==> config.mk <==
export PLATFORM = sky130hd
export DESIGN_NAME = servo_angle_ramp
export DESIGN_NICKNAME = d
export VERILOG_FILES = /design/src/rtl/servo_pkg.sv /design/src/rtl/servo_frame_tick.sv /design/src/rtl/servo_angle_ramp.sv
export SDC_FILE = /design/constraint.sdc
export NUM_CORES = 1
export LEC_CHECK = 0
export BUFFER_PORTS_ARGS = -buffer_cell sky130_fd_sc_hd__buf_2
export CAP_MARGIN = 25
export CELL_PAD_IN_SITES_DETAIL_PLACEMENT = 2
export CELL_PAD_IN_SITES_GLOBAL_PLACEMENT = 2
export CORE_UTILIZATION = 36
export DETAILED_ROUTE_END_ITERATION = 6
export GPL_TIMING_DRIVEN = 0
export PLACE_DENSITY_LB_ADDON = 0.1
export SLEW_MARGIN = 20
export SYNTH_ARGS = -nofsm -noshare
export SYNTH_HDL_FRONTEND = slang
export SYNTH_SLANG_ARGS = --single-unit
==> constraint.sdc <==
create_clock -name clk -period 4.5 [get_ports clk]
set_clock_uncertainty 0.05 [all_clocks]
set_input_delay 0.45 -clock clk [delete_from_list [all_inputs] [get_ports clk]]
set_output_delay 0.45 -clock clk [all_outputs]
set_load 0.01 [all_outputs]
==> src/rtl/servo_pkg.sv <==
`default_nettype none
// ============================================================================
//  Module      : servo_pkg
//  Description : Shared constants, state encoding and angle helper for the
//                servo angle ramp block and its frame-tick sub-module.
//  Revision    : 1.0 - initial release
// ============================================================================
package servo_pkg;

    localparam int ANGLE_MAX            = 180;
    localparam int FRAME_CYCLES_DEFAULT = 240000;
    localparam int ANGLE_W              = 8;

    typedef enum logic [0:0] {
        IDLE = 1'b0,
        RAMP = 1'b1
    } state_e;

    // Limit a requested angle to the mechanical range 0..ANGLE_MAX.
    function automatic logic [ANGLE_W-1:0] clamp_angle(input logic [ANGLE_W-1:0] a);
        logic [ANGLE_W-1:0] lim;
        lim = ANGLE_W'(ANGLE_MAX);
        return (a > lim) ? lim : a;
    endfunction

endpackage
`default_nettype wire

==> src/rtl/servo_frame_tick.sv <==
`default_nettype none
// ============================================================================
//  Module      : servo_frame_tick
//  Description : Free-running frame counter; emits a registered one-cycle
//                tick each time the counter wraps. Shareable across joints.
//  Revision    : 1.0 - initial release
// ============================================================================
module servo_frame_tick
    import servo_pkg::*;
#(
    parameter int FRAME_CYCLES = FRAME_CYCLES_DEFAULT
) (
    input  logic clk,
    input  logic reset,
    output logic tick
);

    localparam int                 c_CNT_W = (FRAME_CYCLES > 1) ? $clog2(FRAME_CYCLES) : 1;
    localparam logic [c_CNT_W-1:0] c_LAST  = c_CNT_W'(FRAME_CYCLES - 1);

    logic [c_CNT_W-1:0] r_count;
    logic               r_tick;

    // Count 0..FRAME_CYCLES-1 and pulse tick on the wrap.
    always_ff @(posedge clk) begin
        if (reset) begin
            r_count <= '0;
            r_tick  <= 1'b0;
        end else if (r_count == c_LAST) begin
            r_count <= '0;
            r_tick  <= 1'b1;
        end else begin
            r_count <= r_count + c_CNT_W'(1);
            r_tick  <= 1'b0;
        end
    end

    assign tick = r_tick;

endmodule
`default_nettype wire

==> src/rtl/servo_angle_ramp.sv <==
`default_nettype none
// ============================================================================
//  Module      : servo_angle_ramp
//  Description : Accepts target-angle commands and slews angle_out toward the
//                target by at most STEP_DEG degrees per servo frame.
//  Revision    : 1.0 - initial release
// ============================================================================
module servo_angle_ramp
    import servo_pkg::*;
#(
    parameter int FRAME_CYCLES = FRAME_CYCLES_DEFAULT,
    parameter int STEP_DEG     = 2,
    parameter int INIT_ANGLE   = 90
) (
    input  logic               clk,
    input  logic               reset,
    input  logic               cmd_valid,
    input  logic [ANGLE_W-1:0] cmd_angle,
    output logic               cmd_ready,
    output logic [ANGLE_W-1:0] angle_out,
    output logic               busy,
    output logic               done,
    output logic               frame_tick
);

    localparam logic [0:0]         c_ST_IDLE = IDLE;
    localparam logic [0:0]         c_ST_RAMP = RAMP;
    localparam logic [ANGLE_W-1:0] c_STEP    = ANGLE_W'(STEP_DEG);
    localparam logic [ANGLE_W-1:0] c_INIT    = ANGLE_W'(INIT_ANGLE);

    logic [0:0]         r_state;
    logic [ANGLE_W-1:0] r_angle;
    logic [ANGLE_W-1:0] r_target;
    logic               r_done;

    logic               w_tick;
    logic               w_accept;
    logic               w_up;
    logic [ANGLE_W-1:0] w_cmd_clamped;
    logic [ANGLE_W-1:0] w_dist;

    servo_frame_tick #(
        .FRAME_CYCLES (FRAME_CYCLES)
    ) u_frame_tick (
        .clk   (clk),
        .reset (reset),
        .tick  (w_tick)
    );

    assign w_cmd_clamped = clamp_angle(cmd_angle);
    assign w_accept      = cmd_valid && (r_state == c_ST_IDLE);
    // Compare first, then subtract the smaller from the larger: no signed wrap.
    assign w_up          = (r_target >= r_angle);
    assign w_dist        = w_up ? (r_target - r_angle) : (r_angle - r_target);

    // Command acceptance, per-frame slewing and done pulse generation.
    always_ff @(posedge clk) begin
        if (reset) begin
            r_state  <= c_ST_IDLE;
            r_angle  <= c_INIT;
            r_target <= c_INIT;
            r_done   <= 1'b0;
        end else begin
            r_done <= 1'b0;
            case (r_state)
                c_ST_IDLE: begin
                    // Frame ticks are deliberately ignored here, even one
                    // coinciding with acceptance.
                    if (w_accept) begin
                        r_target <= w_cmd_clamped;
                        if (w_cmd_clamped == r_angle) begin
                            r_done <= 1'b1;
                        end else begin
                            r_state <= c_ST_RAMP;
                        end
                    end
                end
                c_ST_RAMP: begin
                    if (w_tick) begin
                        if (w_dist <= c_STEP) begin
                            // Final (possibly partial) step lands exactly on target.
                            r_angle <= r_target;
                            r_state <= c_ST_IDLE;
                            r_done  <= 1'b1;
                        end else if (w_up) begin
                            r_angle <= r_angle + c_STEP;
                        end else begin
                            r_angle <= r_angle - c_STEP;
                        end
                    end
                end
                default: begin
                    r_state <= c_ST_IDLE;
                end
            endcase
        end
    end

    assign cmd_ready  = (r_state == c_ST_IDLE);
    assign busy       = (r_state == c_ST_RAMP);
    assign angle_out  = r_angle;
    assign done       = r_done;
    assign frame_tick = w_tick;

endmodule
`default_nettype wire

After elaboration in Yosys (flattened, before gate mapping). Cells that the tools add are included.

Word-level logic and storage cells: 36. Input port bits: 11. Bits in registers: 37.

Mux-type cells: 15. Reductions and logical operators: 4. Add/subtract/negate cells: 5. Order comparisons: 3. Equality and inequality tests: 2. Bitwise logic cells: 1.

Operator list (count): $mux 8 (4); $add 18x1->18 const B (1); $eq 18x18->1 const B (1); $sub 8x8->8 (2); $mux 1 (9); $add 8x2->8 const B (1); $eq 8x8->1 (1); $ge 8x8->1 (1); $gt 8x8->1 const B (1); $le 8x2->1 const B (1); $sub 8x2->8 const B (1); $pmux 1 s2 (2); $reduce_and 2->1 (2); $reduce_or 2->1 (1); $logic_and 1x1->1 (1); $not 1->1 (1).

Logic depth before layout (Yosys ltp).
Depth in word-level cells: 6. Mapped depth: 16.

Cells and area by module. From an unflattened synthesis, not the netlist that was laid out.

Cells, all modules: 341. Area total of the unflattened synthesis: 2715.1 um2.

Modules (own cells, without submodules): servo_angle_ramp (cells each 247, times used 1, area an instance 1865.5 um2); servo_frame_tick (cells each 94, times used 1, area an instance 849.6 um2).

Worst setup path before layout. Ideal clock, no wire load.

Path kind: register -> register. From: reg r_angle[1] (netlist: angle_out[1]). To: reg r_angle[7] (netlist: angle_out[7]). Library setup time: 126 ps. Data arrival time: 3048 ps. Path buffers: 1. Cell stages (with the launch flop): 16. Slack: 1276 ps. Cells stage by stage: dfxtp_1 > clkbuf_1 > inv_1 > ha_1 > nand4_1 > a21oi_1 > or2_1 > inv_1 > ha_1 > nor2b_1 > o31a_1 > o21a_1 > nor2_1 > xnor3_1 > nand4_1 > o211ai_1.

Longest elaborated chain between the ends: 4. Elaborated cells between the ends (all ways): 9. Those cells by class: 4 x add/sub; 2 x order compare; 3 x mux.

RTL lines: start, declared (RTL line servo_angle_ramp.sv:32) `logic [ANGLE_W-1:0] r_angle;`; start signal, assigned (RTL line servo_angle_ramp.sv:60) `r_angle <= c_INIT;`; start signal, assigned (RTL line servo_angle_ramp.sv:82) `r_angle <= r_target;`; start signal, assigned (RTL line servo_angle_ramp.sv:86) `r_angle <= r_angle + c_STEP;`; $sub 8x8->8 or $ge 8x8->1 (tied branches) (RTL line servo_angle_ramp.sv:54, servo_angle_ramp.sv:53); $mux 8 (RTL line servo_angle_ramp.sv:54) `assign w_dist = w_up ? (r_target - r_angle) : (r_angle - r_target);`; $le 8x2->1 (RTL line servo_angle_ramp.sv:80) `if (w_dist <= c_STEP) begin`; $mux 8 * (RTL line servo_angle_ramp.sv:80).

Mark *: on every way between the ends. The rest lies on a longest branch, timed or not. A chain may end at the register's enable or synchronous reset.

Worst setup path in the final report. Ends and elaborated chain as after synthesis.

==> impl_metrics.json <==
{
  "insertion_delay_ns": 0.30,
  "cp_cell_sequence": "clkbuf_1, inv_1, ha_1, nand4_1, a21oi_1, or2_1, inv_1, ha_1, nor2b_1, o31a_1, o21a_1, nor2_1, xnor3_1, nand4_1, o211ai_1",
  "rrSetupSlack_ns": 0.55,
  "io_buffers": 21,
  "setup_viol": 0,
  "critPathSlowestCell": "dfxtp_1",
  "endpoint_kind": "register",
  "routed-via-count": 2840,
  "clkPwrFrac_pct": 32.9,
  "wl_per_cell_um": 19.4,
  "crit_path_start_kind": "register",
  "drt-initial-drc-count": 94,
  "nets": 428,
  "rr_worst_depth": 15,
  "cts.sinks": 37,
  "synth-edff-count": 0,
  "worst-path-stages": 15,
  "synth_seq_cells": 37,
  "die_w_um": 91.1,
  "htree_levels": 2,
  "cts_setup_buffers": 0,
  "synth_nets": 400,
  "first_pass_iters": 4,
  "grt_use_total_pct": 24.4,
  "min_path_cells": 3,
  "net-switching-power_uw": 297,
  "drive_gt1_share_pct": 11.2,
  "min-delay-path-class": "primary input to register",
  "crit_fanout": 8,
  "cp.required_ns": 4.63,
  "pwr-share-seq_pct": 38.2,
  "power_density_nw_per_um2": 282,
  "die_h_um": 91.1,
  "cts_tree": "yes",
  "grt_pass1_vias": 2991,
  "p_leak_uw": 0.00129,
  "cts_buffer_depth": 2,
  "synth_area_um2": 2860,
  "route.detailed.drc": 0,
  "start_util_pct": 37.2,
  "maxSlewViolCount": 0,
  "post_cts_resize_count": 0,
  "cp_slowest_stage_delay_ns": 0.41,
  "cellInternalPower_uw": 608,
  "postSynth.asyncResetShare_pct": 0,
  "path_class": "register to register",
  "clock-root-buffer": "clkbuf_8",
  "viasPerCell": 5.73,
  "drv_cap": 0,
  "path_delay_family": "buffers and inverters",
  "synth_ff_type": "dfxtp_1",
  "final_hold_viol_count": 0,
  "crit_arrival_ns": 4.08,
  "synth.avg_cell_area_um2": 7.84,
  "slew_headroom_pct": 64.0,
  "dp_hpwl_mm": 7.58,
  "area_delta_synth_final_pct": 12.1,
  "worst_slack_ns": 0.548,
  "rows": 32,
  "grt_pass1_wl_mm": 15.9,
  "fin_hold_ws_ns": 0.430,
  "numCtsBuffers": 5,
  "grt_max_degree": 14,
  "dp_slack_ns": 0.650,
  "place.gp.congestion": 0.800,
  "whs_endpoint": "busy$_SDFF_PP0_",
  "synthCells": 365,
  "fin_cells": 496,
  "rsz0062_at_grt": "no",
  "status": "finished, final reports clean",
  "clkSlewWorstSetupHoldPaths_ns": 0.08,
  "tightest_slew_ns": 0.533,
  "cts_hold_buf": 0,
  "r2r-end": "angle_out[7]$_SDFFE_PP0P_",
  "reg2reg_from": "angle_out[1]$_SDFFE_PP1P_",
  "diodes": 0,
  "worstHoldStart": "cmd_valid",
  "ant_nets": 0,
  "fmax_mhz": 253,
  "ys_warn_count": 0,
  "pwr-share-comb_pct": 28.9,
  "cp_num_buf_inv": 3,
  "fin_crit_sh_pct": 87.8,
  "switching_share_pct": 32.8,
  "dieArea_um2": 8310,
  "design.core.area_um2": 7690,
  "antenna_found_initial": 0,
  "fin_util_pct": 41.7,
  "num_io_pins": 23,
  "ys_types": 64,
  "placed_cells": 488,
  "setup_tns_ns": 0,
  "totalWireLength_mm": 9.63,
  "fin_crit_ns": 3.95,
  "vdd_drop_max_mv": 0.142,
  "ys_seq_area_share_pct": 25.9,
  "grt.overflow.total": 0
}
-- state kept, by name, summed over array words and instances (netlist names) --
register,count
angle_out,8
done,1
u_frame_tick.r_count,18
busy,1
u_frame_tick.tick,1
r_target,8
-- area by class of cell --
| class | count | area [um2] |
|---|---|---|
| plain buffers | 14 | 71.3 |
| clock buffers | 5 | 68.8 |
| clock inverters | 3 | 43.8 |
| fillers | 932 | 4480 |
| inverters | 28 | 105 |
| multi-input cells | 286 | 1940 |
| flip-flops and latches | 37 | 741 |
| well taps | 102 | 128 |
| repair buffers | 21 | 105 |
-- per-stage QoR --
stage | power [uW] | area (um2)
floorplan | 537 | 2860
global placement | 597 | 3090
global route | 951 | 3210
finish | 905 | 3210
CTS | 909 | 3210
detailed placement | 610 | 3090
-- cell usage after synthesis (3+ instances only) --
library cell	instances	area (um2)
a21o_1	3	22.5
or3_1	3	18.8
xor2_1	12	105
nand3_1	11	55.1
nand2b_1	5	31.3
nor4_1	7	43.8
dfxtp_1	37	741
o21a_1	7	52.6
fa_1	3	60.1
and3_1	3	18.8
o211ai_1	5	37.5
nor2b_1	7	43.8
o31ai_1	6	45.0
inv_1	27	101
nand2_1	23	86.3
a211oi_1	4	30.0
clkbuf_1	9	33.8
a31oi_1	3	18.8
a21oi_1	23	115
nand4_1	9	56.3
nor2_1	51	191
buf_2	3	15.0
o21ai_0	16	80.1
xnor2_1	9	78.8
nor3_1	9	45.0
ha_1	21	263
-- per-layer routing --
metal / vias up / part of all wire (%) / track usage [%]
met5: - / 0 / 0
met4: 0 / 1.1 / 5.29
met3: 10 / 1.7 / 2.85
met2: 34 / 48 / 41.7
met1: 1429 / 49 / 32.8
li1: 1367 / - / -
-- how the worst max path moves through the flow --
stage                               from                   endpoint  slack (ns)
2_1_floorplan  angle_out[1]$_SDFFE_PP1P_  angle_out[7]$_SDFFE_PP0P_        1.28
3_3_place_gp   angle_out[5]$_SDFFE_PP0P_  angle_out[7]$_SDFFE_PP0P_        0.67
3_5_place_dp   angle_out[1]$_SDFFE_PP1P_  angle_out[7]$_SDFFE_PP0P_        0.65
4_1_cts        angle_out[1]$_SDFFE_PP1P_  angle_out[7]$_SDFFE_PP0P_        0.58
5_1_grt        angle_out[5]$_SDFFE_PP0P_  angle_out[7]$_SDFFE_PP0P_        0.25
6_report       angle_out[1]$_SDFFE_PP1P_  angle_out[7]$_SDFFE_PP0P_        0.55
-- power by group through the flow --
| stage | sequential (uW) | clock, uW | combinational (uW) |
|---|---|---|---|
| floorplan | 349 | 0 | 188 |
| detailed placement | 353 | 0 | 257 |
| CTS | 345 | 303 | 261 |
| finish | 345 | 298 | 262 |
| global placement | 352 | 0 | 244 |
| global route | 347 | 316 | 289 |
-- cell families after synthesis --
kind of cell / synth area share [%]
and+or+nand+nor: 24.6
AOI/OAI and AO/OA: 24.1
buffers and inverters: 6.17
DFF: 25.9
adders and majority gates: 11.3
xor gates and xnor gates: 7.22
muxes: 0.744
-- worst reg2reg max path, stage by stage, from the launching register on --
cell      delay (ns)
dfxtp_1         0.41
clkbuf_1        0.39
inv_1           0.27
ha_1            0.40
nand4_1         0.11
a21oi_1         0.27
or2_1           0.19
inv_1           0.18
ha_1            0.37
nor2b_1         0.18
o31a_1          0.26
o21a_1          0.17
nor2_1          0.14
xnor3_1         0.23
nand4_1         0.10
o211ai_1        0.10
-- cells in the final DEF (no fill, tap or decap), drive strengths merged, types with 4 or more instances in the layout --
cell / synthesis / layout
xnor2: 9 / 9
o31ai: 6 / 6
nand3: 11 / 11
o21a: 9 / 9
nor3: 9 / 9
nor2: 51 / 51
ha: 21 / 21
a211oi: 4 / 4
a21oi: 23 / 23
nor2b: 7 / 7
o211ai: 5 / 5
nand2b: 5 / 5
and3: 4 / 4
nand2: 23 / 23
buf: 5 / 26
dfxtp: 37 / 37
o21ai: 18 / 18
nand4: 9 / 9
clkbuf: 9 / 14
nor4: 7 / 7
inv: 28 / 29
xor2: 12 / 12
Note: power is estimated with default switching activity, not from simulation.
